$ cat src/rtl/umi_rx_queue.sv
// umi_rx_queue
//   Receive queue for UMI packets. Each beat is validated against its routing
//   word before storage; malformed beats are consumed and counted but never
//   stored. Bursts are tracked so a beat whose destination differs from the
//   burst's first beat is also dropped as malformed.
//
// Ports
//   clk, rst     sole clock; synchronous active-high reset
//   in_data      256-bit incoming packet (bits [255:240] carry the dest id)
//   in_dest      32-bit routing word sent with the packet
//   in_last      final beat of a burst
//   in_valid     upstream beat valid
//   in_ready     queue can accept a beat (not full; independent of ready)
//   packet/last  head entry of the queue
//   valid        queue head is valid (level != 0)
//   ready        downstream accepts the head entry
//   level        number of occupied entries
//   err_count    saturating count of dropped malformed beats
//   burst_open   a burst has started and its last beat is not yet accepted
module umi_rx_queue #(
  parameter int DEPTH = 4
) (
  input  logic                       clk,
  input  logic                       rst,
  input  logic [255:0]               in_data,
  input  logic [31:0]                in_dest,
  input  logic                       in_last,
  input  logic                       in_valid,
  output logic                       in_ready,
  output logic [255:0]               packet,
  output logic                       last,
  output logic                       valid,
  input  logic                       ready,
  output logic [$clog2(DEPTH):0]     level,
  output logic [15:0]                err_count,
  output logic                       burst_open
);

  localparam int DATA_W = 256;
  localparam int AW     = $clog2(DEPTH);
  localparam int LW     = AW + 1;

  localparam logic [LW-1:0] LVL_FULL  = LW'(DEPTH);
  localparam logic [LW-1:0] LVL_EMPTY = '0;

  function automatic logic [15:0] sat_inc16(input logic [15:0] v);
    return (v == 16'hFFFF) ? v : v + 16'd1;
  endfunction

  // Storage is never reset; only the control state below is.
  logic [DATA_W-1:0] mem_data [DEPTH];
  logic              mem_last [DEPTH];

  logic [AW-1:0] wptr_p0;
  logic [AW-1:0] rptr_p0;
  logic [LW-1:0] level_p0;
  logic [15:0]   err_p0;
  logic          burst_p0;
  logic [15:0]   bdest_p0;

  logic dest_ok;
  logic burst_ok;
  logic acc;
  logic store;
  logic drop;
  logic pop;

  // Flags and head entry are functions of registered state only, so there is
  // no combinational path from the in_* ports to the output side.
  assign in_ready   = (level_p0 != LVL_FULL);
  assign valid      = (level_p0 != LVL_EMPTY);
  assign packet     = mem_data[rptr_p0];
  assign last       = mem_last[rptr_p0];
  assign level      = level_p0;
  assign err_count  = err_p0;
  assign burst_open = burst_p0;

  // A beat that is fine on its own is still rejected if it strays from the
  // destination of an open burst.
  assign dest_ok  = (in_dest[31:16] == 16'h0000) &&
                    (in_dest[15:0] == in_data[255:240]);
  assign burst_ok = !burst_p0 || (in_dest[15:0] == bdest_p0);
  assign acc      = in_valid && in_ready;
  assign store    = acc && dest_ok && burst_ok;
  assign drop     = acc && !(dest_ok && burst_ok);
  assign pop      = valid && ready;

  // ---- stage p0: queue storage ----
  always_ff @(posedge clk) begin
    if (store) begin
      mem_data[wptr_p0] <= in_data;
      mem_last[wptr_p0] <= in_last;
    end
  end

  // ---- stage p0: control state ----
  always_ff @(posedge clk) begin
    if (rst) begin
      wptr_p0  <= '0;
      rptr_p0  <= '0;
      level_p0 <= '0;
      err_p0   <= '0;
      burst_p0 <= 1'b0;
      bdest_p0 <= '0;
    end else begin
      if (store) begin
        wptr_p0 <= wptr_p0 + AW'(1);
      end
      if (pop) begin
        rptr_p0 <= rptr_p0 + AW'(1);
      end
      case ({store, pop})
        2'b10:   level_p0 <= level_p0 + LW'(1);
        2'b01:   level_p0 <= level_p0 - LW'(1);
        default: level_p0 <= level_p0;
      endcase
      if (drop) begin
        err_p0 <= sat_inc16(err_p0);
      end
      if (store) begin
        // The first stored beat while no burst is open defines the burst's
        // destination; a single-beat transfer never opens one.
        if (!burst_p0) begin
          bdest_p0 <= in_dest[15:0];
        end
        burst_p0 <= !in_last;
      end
    end
  end

endmodule
$ cat config.mk
export PLATFORM = sky130hd
export DESIGN_NAME = umi_rx_queue
export DESIGN_NICKNAME = d
export VERILOG_FILES = /design/src/rtl/umi_rx_queue.sv
export SDC_FILE = /design/constraint.sdc
export NUM_CORES = 1
export LEC_CHECK = 0
export BUFFER_PORTS_ARGS = -buffer_cell sky130_fd_sc_hd__buf_2
export CAP_MARGIN = 30
export CORE_MARGIN = 3
export CORE_UTILIZATION = 23
export CTS_BUF_LIST = sky130_fd_sc_hd__clkbuf_4 sky130_fd_sc_hd__clkbuf_8
export CTS_CLUSTER_DIAMETER = 80
export DETAILED_ROUTE_END_ITERATION = 7
export HOLD_SLACK_MARGIN = 0.12
export PLACE_DENSITY = 0.4
export SYNTH_ARGS = -nofsm -noshare
export SYNTH_HDL_FRONTEND = slang
export SYNTH_SLANG_ARGS = --single-unit
$ cat constraint.sdc
create_clock -name clk -period 15.6 [get_ports clk]
set_clock_uncertainty 0.05 [all_clocks]
set_input_delay 0 -clock clk [delete_from_list [all_inputs] [get_ports clk]]
set_output_delay 0 -clock clk [all_outputs]
set_load 0.05 [all_outputs]
Word level (Yosys, flattened, before mapping). Memory sizes are Yosys's and may differ from the RTL's. A register that Yosys moved wholly into a read port is not among the register bits. Index checks and enable logic that the tools add are counted.

Register bits: 40. RAM bits: 1028. Input bits: 293. Word-level logic and storage cells: 44. Memories kept: 2.

$add $sub $neg: 5. Eq/ne operators: 6. Multiplexer cells: 7. Bitwise operators: 2. Reduce and logical (&&, ||, !) cells: 16.

Memory list: mem_data (words 4, bits a word 256, rd ports 1, clocked after memory_dff 1, wr ports 1, line 51) `logic [DATA_W-1:0] mem_data [DEPTH];`; mem_last (words 4, bits a word 1, rd ports 1, clocked after memory_dff 1, wr ports 1, line 52) `logic mem_last [DEPTH];`.

Operator list (count): $eq 16x16->1 (2); $add 16x1->16 const B (1); $eq 16x16->1 const B (1); $logic_not 16->1 (1); $mux 2 (4); $logic_and 1x1->1 (7); $pmux 3 s2 (1); $add 2x1->2 const B (2); $reduce_and 2->1 (2); $add 3x1->3 const B (1); $logic_not 1->1 (3); $ne 3x3->1 const B (1); $reduce_bool 3->1 (1); $sub 3x1->3 const B (1); $eq 2x1->1 const B (1); $eq 2x2->1 const B (1); $mux 1 (2); $not 1->1 (2); $reduce_bool 2->1 (1); $logic_or 1x1->1 (1).

Depth between registers and ports, before layout.
Word-level depth: 6. Depth in mapped cells: 12. Gate-level depth less buffers: 12.

Least setup slack after synthesis. No wires, ideal clock.

Kind: register to register. Start: register level_p0[0] (netlist: level[0]). End: memory mem_data[0][0] (enable). Arrival: 7699 ps. Data required time: 14899 ps. Slack: 7200 ps. Stages on the path, launching flop included: 7. Buffers on the path: 0. Clock period less this slack: 8400 ps. Cells stage by stage: dfxtp_1 -> inv_1 -> nand3_1 -> and2_1 -> nand3_1 -> nor2b_1 -> and2_1.

Longest elaborated chain between the ends: 6.

RTL lines: start: declaration (line 56) `logic [LW-1:0] level_p0;`; start signal: assignment (line 113) `2'b10: level_p0 <= level_p0 + LW'(1);`; start signal: assignment (line 114) `2'b01: level_p0 <= level_p0 - LW'(1);`; start signal: assignment (line 115) `default: level_p0 <= level_p0;`; $ne 3x3->1 (line 70) `assign in_ready = (level_p0 != LVL_FULL);`; named net in_ready (line 29) `output logic in_ready,`; $logic_and 1x1->1 (line 83) `assign acc = in_valid && in_ready;`; $logic_and 1x1->1 (2 in a row) (line 84) `assign store = acc && dest_ok && burst_ok;`; $mux 1 (line 90) `if (store) begin`; $mux 1 (not written as such) (line 91) `mem_data[wptr_p0] <= in_data;`; end: declaration (line 51).

The timed path passes the listed nets, and every way through them passes these cells.

Worst setup path in the final report.
Start: input port in_dest[31]. End: memory mem_data[3][69] (enable).

Longest elaborated chain between the ends: 6.

RTL lines: start: declaration (line 26) `input logic [31:0] in_dest,`; $logic_not 16->1 (line 80) `assign dest_ok = (in_dest[31:16] == 16'h0000) &&`; $logic_and 1x1->1 (line 80); $logic_and 1x1->1 (2 in a row) (line 84); $mux 1 (line 90); $mux 1 (not written as such) (line 91).

Every way passes these cells.

==> run metrics <==
largest net degree at the start of global routing=107; Synth Area in Simple Gates=0.0138; Final nets=3,218; Area growth, synth to finish=38.8%; DR vias=21,300; top-level I/O count=572; synth cell count leaders=edfxtp_1, mux4_2, dfxtp_1; min Tclk post-route=~5.5 ns; Syn Inst Count=roughly 1,600; top achievable clock speed=183 MHz; GPL Wtd Cong=0.752; Core Area=168,000 sq um; Synth cell types=40; Async SR Flop Fraction=0; CTS tree=done; main combinational cell family by area after synthesis=multiplexers; Syn Area/Cell=24.5 sq um; drt drc=0; Detailed Route Iter0 Violations=1,148; Pre-antenna DRT Iters=5; internal power=0.00459 W; setup tns final=0 ns; Post-DP HPWL=approximately 65,000 um; Total Routing Usage GR=0.119; synthesized cell area=39,200 sq um; P_sw=between 0.001 and 0.0015 W; area leader, netlist=edfxtp_1; RSZ-0062 raised after global routing=no; switching share of total power=0.208; total detailed-routing wirelength=105,000 um; Combinational Power Share=0.034; Ys Warns=0; FILL cells=16,300; Worst Hold Class=in -> reg; dominant synthesized flop cell=edfxtp_1; maximum buffer depth of the clock tree=3; outcome=complete, no violations; CTS H-tree depth=4; CP Data Required Time=16.05 ns; crit-path max FO=56; Compound-Gate Fraction of Synth Area=0.00497; number of synthesized flops with an enable pin=~1,000; Worst path top cell family by delay=buffers and inverters; adder-cell share of the synthesized area=0.00242; Final Hold Viols=0; #FFs+latches synth=1,070; first-pass GRT wire length=154,000 um; grt ovf=0; multiplexer area fraction after synthesis=0.153; count leader, synth=edfxtp_1; crit start category=input port; CTS root buffer=clkbuf_8; CP most frequent cell=dlygate4sd3_1; clock network latency to the later pin of the worst-skew pair=0.90 ns; Port Buffer Count=around 570; wire per inst=19.9 um; # rows=150; clock slew at reported path FFs=0.05 ns; Area contributors post-synth=edfxtp_1, mux4_2, dfxtp_1; critical path's largest stage delay=0.79 ns; crit path DAT=5.92 ns; CP max-delay cell=and2_4; share of cells above drive strength 1=0.381; Max-Cap Viols=0; worst path buffer plus inverter count=7; Die Height=between 400 and 500 um; Worst setup EP type=flop; dpl ws=10.70 ns; post-synthesis sequential area ratio=0.808; post-synthesis xor/xnor area fraction=0.00826; # Post-CTS Setup Buffers=0; Pleak=18.3 nW; PD cells=107 nW/um^2; drt via density=4.04; Routed Antenna Nets=0; initial core utilization=0.233; die area=176,000 sq um; Final period util=0.350; Setup Viol. Count Final=0; CTS Buf Count=182; critical path type=in -> reg; slew at the pin closest to its max-slew limit=around 0.96 ns; PnR worst setup slack=10.14 ns; Syn Nets=between 1,500 and 2,000; CTS sink cnt=between 1,000 and 1,500; Peak VDD IR=0.0969 mV; Flop pwr share=0.542; clock group share of total power=0.423; critical-path cell list=dlygate4sd3_1, buf_2, nor4_1, dlygate4sd3_1, nand2_1, dlygate4sd3_1, nor3_1, nand3_1, dlygate4sd3_1, nor2b_1, and2_4, buf_4, buf_4; vias in the first global route=between 20,000 and 25,000; Rel. slew slack=0.360; initial antenna violation count=9; Synth top area share=0.787; die span in x=about 420 um; Slew Limit Fails=0
[area by class of cell]
cell class	count	area (sq um)	share of cell area
timing repair buffer	1199	9200	0.169
tap	2204	2760	0.0506
inverter	10	37.5	0.000689
multi-input combinational	455	7190	0.132
clock inverter	77	520	0.00956
sequential	1070	31700	0.582
antenna	6	15.0	0.000276
clock buffer	246	3020	0.0554
[registers in the layout, indices dropped and copies added, names as in the netlist, named ones only]
register    cells
mem_last        4
err_count      16
rptr_p0         2
burst_open      1
level           3
wptr_p0         2
bdest_p0       16
mem_data     1024
[worst reg2reg max path: stages, from the launching register on]
cell and delay (ns):
dfxtp_1 0.38, inv_1 0.09, nand3_1 0.14, and2_1 0.18, nand3_1 0.07, dlygate4sd3_1 0.61
nor2b_1 0.33, and2_4 0.79, buf_4 0.78, buf_4 0.85
[cell usage in the layout, fill, tap and decap left out, types with 3 or more instances in the layout]
master and instances:
buf_2 571, and3_1 4, buf_16 6, diode_2 6
xnor2_1 34, or4_1 8, clkbuf_8 187, buf_4 26
dfxtp_1 40, nor4_1 5, edfxtp_1 1028, nand2_1 15
nand4_1 9, nand3_1 12, clkinv_1 33, clkinv_2 26
or3_1 4, mux4_2 257, and2_4 4, clkbuf_4 59
inv_1 10, inv_6 4, mux2i_1 19, xor2_1 3
ha_1 6, nor2_1 32, bufinv_16 4, o31ai_1 6
nor2b_1 4, nor3_1 3, clkinvlp_4 3, dlygate4sd3_1 594
a21oi_1 10
[per-layer routing]
metal / vias up / wire length (um) / track usage
met1: 11000 / 40300 / 0.133
li1: 9507 / - / -
met4: 0 / 3220 / 0.0447
met3: 170 / 5590 / 0.0332
met5: - / 0 / 0
met2: 536 / 55900 / 0.214
[through the flow]
stage,hold WS (ns),total power [W],cells,util,area [sq um]
5_1_grt,0.273,0.00606,5266,0.323,54500
4_1_cts,0.132,0.00592,5258,0.323,54400
2_1_floorplan,0.0489,0.00322,1602,-,39200
3_5_place_dp,0.168,0.00329,4341,0.267,44900
3_3_place_gp,0.158,0.00328,4336,0.266,44800
6_report,0.309,0.00580,5267,0.323,54500
[power groups by stage]
stage	logic (W)	registers, W	clock network [W]
after floorplan	0.0000110	0.00321	0
after global placement	0.0000767	0.00321	0
after detailed placement	0.0000832	0.00321	0
after CTS	0.000201	0.00315	0.00257
after global routing	0.000215	0.00314	0.00270
final	0.000198	0.00315	0.00246
[path summary, 6_finish.rpt]
| path | endpoint | from | slack [ns] | depth (start not counted) |
|---|---|---|---|---|
| worst max-delay path | mem_data[3][69] | in_dest[31] | 10.14 | 13 |
| worst min-delay path | err_count[8] | in_valid | 0.31 | 6 |
| worst max register to register | mem_data[3][69] | level[0] | 10.84 | 9 |
| worst min register to register | err_count[4] | err_count[4] | 0.44 | 2 |
[kinds of logic (layout without fill, tap and decap cells)]
group           after synthesis  in the layout
other cells                   0              6
flops                      1070           1070
xor+xnor                     37             37
mux                         279            279
compound gates               27             27
fa+ha+maj                     7              7
simple gates                105            105
buf+inv                      77           1532
[repair_timing]
action,CTS,global route
gates resized for setup,0,0
hold endpoints to repair,1116,0
hold buffers,594,0
No activity file was read; power rests on OpenSTA's default activity.
